**src/rtl/vga_board_renderer.sv**
```systemverilog
// Board-to-pixel renderer: frame-locked shadow copy of the 16x16 board, then a
// 2-stage pipeline that turns display timing into 12-bit RGB with grid lines and a blinking cursor.
module vga_board_renderer #(
   parameter int GRID_X0    = 336,
   parameter int GRID_Y0    = 147,
   parameter int CELL_SHIFT = 4,
   parameter int V_SNAP     = 515,
   parameter int BLINK_BIT  = 4
) (
   input  logic         clk,
   input  logic         reset,
   input  logic         bright,
   input  logic [9:0]   hCount,
   input  logic [9:0]   vCount,
   input  logic [255:0] board,
   input  logic         cursor_en,
   input  logic [3:0]   cursor_row,
   input  logic [3:0]   cursor_col,
   output logic [11:0]  rgb,
   output logic         frame_tick
);

   localparam int         GRID_SPAN = 16 << CELL_SHIFT;
   localparam logic [9:0] X0        = 10'(GRID_X0);
   localparam logic [9:0] Y0        = 10'(GRID_Y0);
   localparam logic [9:0] VS        = 10'(V_SNAP);
   localparam logic [9:0] SPAN      = 10'(GRID_SPAN);

   logic [255:0]          shadow;
   logic [4:0]            frame_cnt;
   logic                  snap_done;
   logic                  snap_fire;

   logic [9:0]            dx, dy;
   logic                  cur_hit;

   logic                  vis_p1;
   logic                  in_grid_p1;
   logic                  cur_hit_p1;
   logic [3:0]            row_p1, col_p1;
   logic [CELL_SHIFT-1:0] ox_p1, oy_p1;

   // Colour priority: blanking, outside grid, cursor frame, grid line, cell state.
   function automatic logic [11:0] cell_colour(
      input logic vis,
      input logic in_grid,
      input logic cur_hit_in,
      input logic edge_any,
      input logic line,
      input logic alive
   );
      if (!vis || !in_grid)        return 12'h000;
      if (cur_hit_in && edge_any)  return 12'hFF0;
      if (line)                    return 12'h444;
      if (alive)                   return 12'h0F0;
      return 12'h111;
   endfunction

   // hCount sits at 0 for several clocks on the snap line; snap_done keeps it to one capture.
   assign snap_fire  = (vCount == VS) && (hCount == 10'd0) && !snap_done && !reset;
   assign frame_tick = snap_fire;

   always_ff @(posedge clk or posedge reset) begin
      if (reset) begin
         shadow    <= '0;
         frame_cnt <= '0;
         snap_done <= 1'b0;
      end else if (snap_fire) begin
         shadow    <= board;
         frame_cnt <= frame_cnt + 5'd1;
         snap_done <= 1'b1;
      end else if (vCount != VS) begin
         snap_done <= 1'b0;
      end
   end

   // Unsigned wrap makes coordinates left of / above the grid look huge, hence outside.
   assign dx      = hCount - X0;
   assign dy      = vCount - Y0;
   assign cur_hit = cursor_en
                    && (dy[CELL_SHIFT +: 4] == cursor_row)
                    && (dx[CELL_SHIFT +: 4] == cursor_col)
                    && !frame_cnt[BLINK_BIT];

   // ---- stage 1: geometry ----
   always_ff @(posedge clk or posedge reset) begin
      if (reset) begin
         vis_p1     <= 1'b0;
         in_grid_p1 <= 1'b0;
         cur_hit_p1 <= 1'b0;
         row_p1     <= '0;
         col_p1     <= '0;
         ox_p1      <= '0;
         oy_p1      <= '0;
      end else begin
         vis_p1     <= bright;
         in_grid_p1 <= (dx < SPAN) && (dy < SPAN);
         cur_hit_p1 <= cur_hit;
         row_p1     <= dy[CELL_SHIFT +: 4];
         col_p1     <= dx[CELL_SHIFT +: 4];
         ox_p1      <= dx[CELL_SHIFT-1:0];
         oy_p1      <= dy[CELL_SHIFT-1:0];
      end
   end

   // ---- stage 2: colour ----
   always_ff @(posedge clk or posedge reset) begin
      if (reset) begin
         rgb <= 12'h000;
      end else begin
         rgb <= cell_colour(vis_p1, in_grid_p1, cur_hit_p1,
                            (ox_p1 == '0) || (ox_p1 == '1) || (oy_p1 == '0) || (oy_p1 == '1),
                            (ox_p1 == '0) || (oy_p1 == '0),
                            shadow[{row_p1, col_p1}]);
      end
   end

endmodule

```
**config.mk**
```make
export PLATFORM = sky130hd
export DESIGN_NAME = vga_board_renderer
export DESIGN_NICKNAME = d
export VERILOG_FILES = /design/src/rtl/vga_board_renderer.sv
export SDC_FILE = /design/constraint.sdc
export NUM_CORES = 1
export LEC_CHECK = 0
export ABC_CLOCK_PERIOD_IN_PS = 13300
export CORE_ASPECT_RATIO = 0.8
export CORE_MARGIN = 5
export CORE_UTILIZATION = 50
export DETAILED_ROUTE_END_ITERATION = 8
export PLACE_DENSITY = 0.86
export SLEW_MARGIN = 10
export SYNTH_ARGS = -nofsm -noshare
export SYNTH_HDL_FRONTEND = slang
export SYNTH_SLANG_ARGS = --single-unit
```
**constraint.sdc**
```tcl
create_clock -name clk -period 13.3 [get_ports clk]
set_clock_uncertainty 0.05 [all_clocks]
set_input_delay 3.325 -clock clk [delete_from_list [all_inputs] [get_ports clk]]
set_output_delay 3.325 -clock clk [all_outputs]
set_load 0.005 [all_outputs]
```
==> results.py, run 1 <==
metrics = {
    "run_status": {
        "status": "finished clean",
    },
    "cts": {
        "hold_buffers": 0,
        "cts_inserted_buffers": 29,
        "cts.htree.levels": 1,
        "cts.repair.resized": 0,
        "cts_tree": "done",
        "cts-root-buf": "clkbuf_16",
        "path_clk_slew_ps": 60,
        "cts_sinks": 289,
        "postCtsSetupBuffers": 0,
        "cts_buffer_depth": 3,
        "clk_latency_ps": 530,
    },
    "hold_path": {
        "whs_path_depth": 1,
        "hold_class": "reg -> reg",
    },
    "floorplanning": {
        "fp.dieW_um": 191.1,
        "rows": 53,
        "design.core.area_um2": 26060,
        "ios": 301,
        "start_util_pct": 50.35,
        "die_h_um": 154.9,
        "dieArea_um2": 29600,
    },
    "setup_path": {
        "cp.depth": 6,
        "cpMostUsedCell": "clkdlybuf4s50_1",
        "crit_family": "buffers and inverters",
        "startpoint_type": "primary input",
        "critPathArrivalTime_ps": 5330,
        "r2r.worst_path.cells": 7,
        "worstSetupEndpointType": "output pin",
        "critPathKind": "in -> out",
        "crit_chain": "clkdlybuf4s50_1, ha_1, nor4b_1, nand4_1, nor2_4, clkdlybuf4s50_1",
        "cp.buffers_inverters": 2,
        "worstPathMaxFanout": 4,
        "timing.critical_path.slowest_cell_delay_ps": 530,
        "slowest_stage": "clkdlybuf4s50_1",
        "cp.required_ps": 9930,
    },
    "layout": {
        "layout-drive-gt1-share_pct": 32.64,
        "fillers": 1827,
        "diodes": 0,
        "syn2layout_area_growth_pct": 32.16,
        "layout.nets": 1423,
        "instances_no_fill": 1509,
    },
    "route": {
        "drc": 0,
        "wl_per_cell_um": 23.16,
        "vias": 8418,
        "detail_route.iter0.violations": 590,
        "postRouteAntennaNets": 0,
        "first_pass_iters": 4,
        "wl_mm": 34.95,
        "vias_per_cell": 5.579,
    },
    "placement": {
        "dp_hpwl_mm": 24.34,
        "dp_cells": 1457,
        "globalplace.congestion": 0.9214,
        "place_ws_ps": 4651,
        "port_buffers": 298,
    },
    "global_routing": {
        "grt_start_max_net_pins": 204,
        "grt_pass1_vias": 9300,
        "antenna_found_initial": 1,
        "grt_pass1_wl_mm": 53.74,
        "gr-total-overflow": 0,
        "grt_usage_pct": 23.37,
    },
    "yosys": {
        "synthDistinctLibCells": 54,
        "synth_edf_count": 0,
        "synthAdderAreaFrac_pct": 0.3814,
        "syn-cell-area_um2": 13120,
        "ys_ff_latch": 289,
        "synth_top_family_by_area": "multiplexers",
        "yosysSeqAreaShare_pct": 55.12,
        "synthCells": 846,
        "async_flop_share_pct": 100.0,
        "avgSynthCellArea_um2": 15.51,
        "yosys_warnings": 0,
        "synth_simple_gate_area_share_pct": 3.156,
        "yosysTopAreaCellShare_pct": 55.12,
        "synth_compound_area_share_pct": 2.775,
        "yosys.area.top_type": "dfrtp_1",
        "synth-xor-area-share_pct": 1.335,
        "ys.flop_type": "dfrtp_1",
        "muxShareOfSynthArea_pct": 34.58,
        "yosys-top-cells-area": "dfrtp_1 55%, mux2_2 22%, mux4_2 9.1%, mux4_1 2.2%, mux2i_1 1.2%",
    },
    "timing": {
        "finalCritPeriodShare_pct": 65.47,
        "final-hold-violation-count": 0,
        "whs_ps": 429.2,
        "tightest_slew_ps": 1092,
        "min_period_ps": 8708,
        "slew_viol_final": 0,
        "relSlewSlack_pct": 27.21,
        "worst_slack_ps": 4592,
        "tns_ps": 0,
        "max_freq_ghz": 0.1148,
        "rsz0062_at_grt": "false",
        "finalSetupViolCount": 0,
    },
    "power_and_ir_drop": {
        "irDropWorstVdd_mv": 0.08530,
        "p_leak_uw": 0.008004,
        "power.density_nw_per_um2": 109.1,
    },
    "flow_run": {
        "drv_cap": 0,
    },
}
power breakdown:
group          switching, uW  internal (uW)  total [uW]
Clock                    337            488         825
Sequential              9.36            884         893
Combinational           74.1            100         174
stage by stage:
stage,utilization (%),instance area (um2),power (uW)
floorplan,-,13130,970.6
global placement,62.81,16370,1083
detailed placement,62.81,16370,1085
CTS,66.54,17340,1909
global route,66.54,17340,1956
finish,66.54,17340,1892
per-layer routing:
metal / global-route usage [%] / part of all wire [%] / vias up
met2: 37.31 / 46 / 287
met1: 32.90 / 44 / 4324
met3: 5.742 / 7.2 / 63
met5: 0 / 0.034 / -
li1: - / - / 3742
met4: 5.504 / 2.5 / 2
layout make-up:
| class | instances | area [um2] | area share (%) |
|---|---|---|---|
| Clock inverter | 10 | 108.9 | 0.6277 |
| Sequential cell | 289 | 7238 | 41.74 |
| Tap cell | 357 | 446.7 | 2.576 |
| Clock buffer | 42 | 864.6 | 4.986 |
| Inverter | 14 | 60.06 | 0.3463 |
| Timing Repair Buffer | 306 | 3068 | 17.69 |
| Multi-Input combinational cell | 491 | 5555 | 32.03 |
worst register-to-register path, stage by stage (launching register included):
cell	delay, ps
dfrtp_4	700
buf_4	640
mux4_1	690
mux4_2	490
a21oi_1	170
or3_1	160
a31o_2	240
a41o_1	190
kinds of logic after synthesis:
| logic type | count (synthesis) |
|---|---|
| buffers and inverters | 67 |
| other | 1 |
| flip-flops | 289 |
| AND/OR/NAND/NOR | 80 |
| adder cells (fa/ha/maj) | 4 |
| multiplexers | 337 |
| XOR/XNOR | 20 |
| AO/OA/AOI/OAI | 48 |
cell usage in the layout, fill, tap and decap left out, types with 3 or more instances in the layout:
cell type / n
clkinv_2: 5
clkbuf_1: 4
mux4_1: 11
nand4_1: 10
clkdlybuf4s50_1: 298
mux2_2: 257
buf_4: 6
xnor2_1: 13
and2_1: 3
nor2b_1: 5
o2111ai_1: 4
a311oi_1: 3
xor2_1: 7
clkbuf_8: 9
nor2_1: 21
dfrtp_1: 286
mux4_2: 53
nand2_1: 15
inv_1: 10
and3_1: 6
o21ai_0: 3
o41ai_1: 4
a22oi_1: 8
a21oi_1: 8
ha_1: 4
mux2i_1: 16
clkbuf_16: 29
nand3_1: 5
nor4_1: 5
Yosys cell counts (6+ instances only):
| cell | n |
|---|---|
| buf_2 | 17 |
| inv_1 | 11 |
| mux4_2 | 53 |
| clkbuf_1 | 21 |
| nand4_1 | 10 |
| xnor2_1 | 13 |
| xor2_1 | 7 |
| mux4_1 | 11 |
| a22oi_1 | 8 |
| nor2_1 | 22 |
| mux2_2 | 257 |
| nand2_1 | 15 |
| buf_4 | 11 |
| mux2i_1 | 16 |
| dfrtp_1 | 289 |
| a21oi_1 | 8 |
| and3_1 | 6 |
flip-flops by register name (all words and copies together), names as in the netlist:
name,flops
shadow,256
rgb,8
in_grid_p1,1
row_p1,4
col_p1,4
cur_hit_p1,1
oy_p1,4
vis_p1,1
ox_p1,4
snap_done,1
frame_cnt,5
final timing paths:
path | from | slack [ps] | to
max | vCount[0] | 4590 | frame_tick
min | frame_cnt[4] | 430 | frame_cnt[4]
max reg2reg | col_p1[0] | 9920 | rgb[8]
min reg2reg | frame_cnt[4] | 430 | frame_cnt[4]
max in group asynchronous | reset | 8340 | col_p1[2]
min in group asynchronous | reset | 3340 | shadow[44]
Note: power is estimated with default switching activity, not from simulation.
==> run 2, diff against run 1 <==
Settings changed: ABC_CLOCK_PERIOD_IN_PS 13300 to 9000.
Clock period 13.3 ns to 9 ns, I/O delays scaled along.
==> run 2 against run 1 <==
Sequential share of layout area unchanged. Cell area unchanged. Cell count increased by 0.27%. Utilization unchanged. Count of clock-buffer cells in the layout stayed put. Combinational power increased by 50%. Global-route usage fell by 0.25 points. Critical endpoint unchanged.
==> results.py, run 2 (synthesis gave the netlist of run 1 again) <==
metrics = {
    "setup_path": {
        "cp.required_ps": 6700,
        "startpoint_type": "primary input",
        "critPathKind": "in -> out",
        "worstSetupEndpointType": "output pin",
        "worstPathMaxFanout": 4,
        "timing.critical_path.slowest_cell_delay_ps": 530,
        "slowest_stage": "clkdlybuf4s50_1",
        "cpMostUsedCell": "clkdlybuf4s50_1",
        "crit_chain": "clkdlybuf4s50_1, ha_1, nor4b_1, nand4_1, nor2_4, clkdlybuf4s50_1",
        "critPathArrivalTime_ps": 4230,
    },
    "layout": {
        "layout.nets": 1424,
        "largest_reg_flops": 256,
        "final_cell_mix": "298 x clkdlybuf4s50_1, 286 x dfrtp_1, 257 x mux2_2",
        "largestRegisters": "shadow x256, rgb x8, frame_cnt x5",
        "top_register": "shadow",
        "layout_commonest_cell": "clkdlybuf4s50_1",
        "final_area_um2": 17340,
        "syn2layout_area_growth_pct": 32.16,
        "fillers": 1831,
        "layout-drive-gt1-share_pct": 32.41,
        "instances_no_fill": 1513,
    },
    "timing": {
        "tns_ps": 0,
        "min_period_ps": 6527,
        "relSlewSlack_pct": 21.61,
        "slew_viol_final": 0,
        "tightest_slew_ps": 1176,
        "max_freq_ghz": 0.1532,
        "rsz0062_at_grt": "false",
        "finalCritPeriodShare_pct": 72.52,
        "final-hold-violation-count": 0,
        "finalSetupViolCount": 0,
    },
    "cts": {
        "cts.repair.resized": 0,
        "cts_inserted_buffers": 29,
        "cts_tree": "done",
        "postCtsSetupBuffers": 0,
        "cts_sinks": 289,
        "clk_latency_ps": 530,
        "path_clk_slew_ps": 60,
        "hold_buffers": 0,
        "cts.htree.levels": 1,
        "cts-root-buf": "clkbuf_16",
        "cts_buffer_depth": 3,
    },
    "power_and_ir_drop": {
        "power_uw": 2801,
        "irDropWorstVdd_mv": 0.1320,
        "p_leak_uw": 0.007997,
        "power.density_nw_per_um2": 161.5,
    },
    "global_routing": {
        "gr-total-overflow": 0,
        "grt_start_max_net_pins": 171,
        "grt_usage_pct": 23.12,
        "grt_pass1_vias": 9356,
        "antenna_found_initial": 8,
        "grt_pass1_wl_mm": 52.95,
    },
    "route": {
        "vias": 8522,
        "first_pass_iters": 4,
        "vias_per_cell": 5.633,
        "postRouteAntennaNets": 0,
        "wl_per_cell_um": 22.90,
        "drc": 0,
        "wl_mm": 34.65,
        "detail_route.iter0.violations": 546,
    },
    "placement": {
        "port_buffers": 298,
        "globalplace.congestion": 0.8461,
        "dp_cells": 1458,
        "dp_hpwl_mm": 24.36,
        "place_area_um2": 16370,
    },
    "floorplanning": {
        "rows": 53,
        "die_h_um": 154.9,
        "dieArea_um2": 29600,
        "fp.dieW_um": 191.1,
        "ios": 301,
        "design.core.area_um2": 26060,
        "start_util_pct": 50.35,
    },
    "flow_run": {
        "drv_cap": 0,
    },
    "run_status": {
        "status": "finished clean",
    },
    "hold_path": {
        "hold_class": "reg -> reg",
    },
}
-- run 2: cell types whose count changed in the layout (fill, tap and decap cells not counted), moves of 2 or more --
| cell | before | now |
|---|---|---|
| clkbuf_1 | 4 | 8 |
| diode_2 | 0 | 2 |
| clkinv_4 | 0 | 2 |
| clkbuf_8 | 9 | 5 |
-- run 2: area by class of cell --
class | instances | area [um2] | share of cell area, %
multi-input combinational | 491 | 5555 | 32.03
antenna | 2 | 5.005 | 0.02886
inverter | 14 | 56.30 | 0.3247
sequential | 289 | 7238 | 41.74
tap | 357 | 446.7 | 2.576
clock inverter | 11 | 140.1 | 0.8081
timing repair buffer | 307 | 3075 | 17.73
clock buffer | 42 | 824.5 | 4.755
-- run 2: final timing paths --
kind | to | from | slack [ps] | cells past startpoint
max | frame_tick | vCount[0] | 2470 | 6
max in group asynchronous | shadow[233] | reset | 5070 | 3
min reg2reg | frame_cnt[3] | frame_cnt[3] | 430 | 1
min | frame_cnt[3] | frame_cnt[3] | 430 | 1
min in group asynchronous | col_p1[0] | reset | 2270 | 2
max reg2reg | rgb[8] | col_p1[0] | 5550 | 7
-- run 2: critical path: cells and delay by family --
family	cells	cell delay (ps)
fa+ha+maj	1	240
simple gates	3	680
buf+inv	2	1060
-- run 2: power by group --
group / switching (uW) / leakage (uW) / internal (uW) / total (uW)
Clock: 501 / 0.000473 / 721 / 1220
Sequential: 11.1 / 0.00400 / 1310 / 1320
Combinational: 112 / 0.00353 / 148 / 261
-- run 2: metrics by stage --
stage / setup WS [ps] / hold slack [ps] / util (%)
after detailed placement: 2475 / 416.6 / 62.82
after floorplan: 2867 / 395.2 / -
after global placement: 2507 / 408.9 / 62.82
final: 2473 / 429.8 / 66.54
after global routing: 2377 / 456.1 / 66.54
after CTS: 2469 / 429.0 / 66.52
-- run 2: metal layers --
layer  track usage (%)  part of all wire, %  vias up  wire length, um
met4             6.632                  3.1       12             1060
met1             30.85                   42     4371            14660
met5                 0                 0.22        -               75
li1                  -                    -     3771                -
met2             37.20                   47      284            16190
met3             6.999                  7.7       84             2664
==> run 3, diff against run 2 <==
Settings changed: ABC_CLOCK_PERIOD_IN_PS 9000 to 6000, CORE_UTILIZATION 50 to 46, PLACE_DENSITY 0.86 to 0.83.
Clock period 9 ns to 6 ns, I/O delays scaled along.
==> run 3 against run 2 <==
Worst hold slack improved by 9.8 ps. Sequential cell count is the same. Cell area about the same. Register-to-register slack lost 2900 ps. Clock power is 43% higher. First-iteration DRC count is 31% lower. Combinational power is 45% higher. Largest cell class unchanged.
==> results.py, run 3 (synthesis gave the netlist of run 1 again) <==
metrics = {
    "run_status": {
        "status": "finished clean",
    },
    "setup_path": {
        "worstSetupEndpointType": "output pin",
        "cp.required_ps": 4450,
        "worstPathMaxFanout": 4,
        "timing.critical_path.slowest_cell_delay_ps": 520,
        "critPathArrivalTime_ps": 3510,
        "startpoint_type": "primary input",
        "cpMostUsedCell": "clkdlybuf4s50_1",
        "critPathKind": "in -> out",
        "slowest_stage": "clkdlybuf4s50_1",
        "crit_chain": "clkdlybuf4s50_1, ha_1, nor4b_1, nand4_1, nor2_4, clkdlybuf4s50_1",
        "r2r.worst_path.cells": 8,
        "cp-startpoint": "vCount[0]",
        "r2r_start": "col_p1[2]",
    },
    "route": {
        "vias": 8445,
        "postRouteAntennaNets": 0,
        "first_pass_iters": 4,
        "wl_mm": 34.73,
        "drc": 0,
        "wl_per_cell_um": 22.72,
        "vias_per_cell": 5.523,
        "detail_route.iter0.violations": 376,
    },
    "cts": {
        "postCtsSetupBuffers": 0,
        "cts_tree": "done",
        "cts_sinks": 289,
        "cts_buffer_depth": 3,
        "clk_latency_ps": 540,
        "hold_buffers": 0,
        "cts.repair.resized": 0,
        "path_clk_slew_ps": 60,
        "cts.htree.levels": 1,
        "cts_inserted_buffers": 29,
        "cts-root-buf": "clkbuf_16",
    },
    "layout": {
        "largest_reg_flops": 256,
        "largestRegisters": "shadow x256, rgb x8, frame_cnt x5",
        "layout_commonest_cell": "clkdlybuf4s50_1",
        "layout.nets": 1425,
        "final_cell_mix": "298 x clkdlybuf4s50_1, 286 x dfrtp_1, 257 x mux2_2",
        "final_area_um2": 17330,
        "top_register": "shadow",
        "syn2layout_area_growth_pct": 32.05,
        "post-route-util_pct": 61.41,
        "instances_no_fill": 1529,
        "layout-drive-gt1-share_pct": 32.41,
    },
    "placement": {
        "globalplace.congestion": 0.8584,
        "place_area_um2": 16400,
        "dp_hpwl_mm": 24.74,
        "dp_cells": 1472,
        "port_buffers": 298,
    },
    "global_routing": {
        "grt_pass1_vias": 9328,
        "antenna_found_initial": 6,
        "grt_start_max_net_pins": 191,
        "grt_usage_pct": 21.47,
        "grt_pass1_wl_mm": 53.79,
        "gr-total-overflow": 0,
    },
    "floorplanning": {
        "design.core.area_um2": 28210,
        "start_util_pct": 46.51,
        "fp.dieW_um": 198.8,
        "die_h_um": 161.1,
        "ios": 301,
        "dieArea_um2": 32020,
        "rows": 55,
    },
    "timing": {
        "max_freq_ghz": 0.1975,
        "min_period_ps": 5063,
        "slew_viol_final": 0,
        "finalSetupViolCount": 0,
        "finalCritPeriodShare_pct": 84.39,
        "rsz0062_at_grt": "false",
        "tightest_slew_ps": 1091,
        "final-hold-violation-count": 0,
        "tns_ps": 0,
        "relSlewSlack_pct": 27.29,
        "whs_ps": 439.6,
    },
    "hold_path": {
        "worstHoldStart": "cur_hit_p1",
        "whs_path_depth": 1,
        "hold_class": "reg -> reg",
    },
    "flow_run": {
        "drv_cap": 0,
    },
    "power_and_ir_drop": {
        "p_leak_uw": 0.007981,
        "irDropWorstVdd_mv": 0.2089,
        "power.density_nw_per_um2": 237.7,
    },
}
[run 3: path summary, 6_finish.rpt]
| kind | slack (ps) | to |
|---|---|---|
| max in group asynchronous | 3470 | col_p1[0] |
| min in group asynchronous | 1180 | frame_cnt[1] |
| worst min register to register | 440 | rgb[2] |
| worst max register to register | 2600 | rgb[8] |
| worst max-delay path | 940 | frame_tick |
| worst min-delay path | 440 | rgb[2] |
[run 3: metal layers]
metal  track usage, %  vias to the layer above  wire, um
met3            5.944                       66      2899
met1            29.54                     4350     14740
met5                0                        -        22
met2            34.03                      273     16080
met4            5.625                        6       991
li1                 -                     3750         -
[run 3: area by class of cell]
class	instances	area (um2)
flip-flops and latches	289	7238
diodes	5	12.51
inverters	14	56.30
clock buffers	43	838.3
fillers	2067	10890
clock inverters	9	80.08
multi-input cells	491	5555
well taps	370	462.9
repair buffers	308	3083
[run 3: per-stage QoR]
stage / setup WS [ps] / total power (uW)
floorplan: 616.8 / 2152
global placement: 820.8 / 2403
detailed placement: 750.2 / 2407
CTS: 964.8 / 4174
global route: 849.0 / 4280
finish: 936.6 / 4119
[run 3: power by group]
group	switching, uW	internal, uW	total [uW]
Clock	747	1010	1750
Sequential	27.4	1960	1990
Combinational	156	222	379
Total	931	3190	4120
[run 3: worst max-delay path, delay by kind of cell]
| kind | cells | cell delay [ps] |
|---|---|---|
| adder cells (fa/ha/maj) | 1 | 240 |
| buffers and inverters | 2 | 1040 |
| AND/OR/NAND/NOR | 3 | 720 |
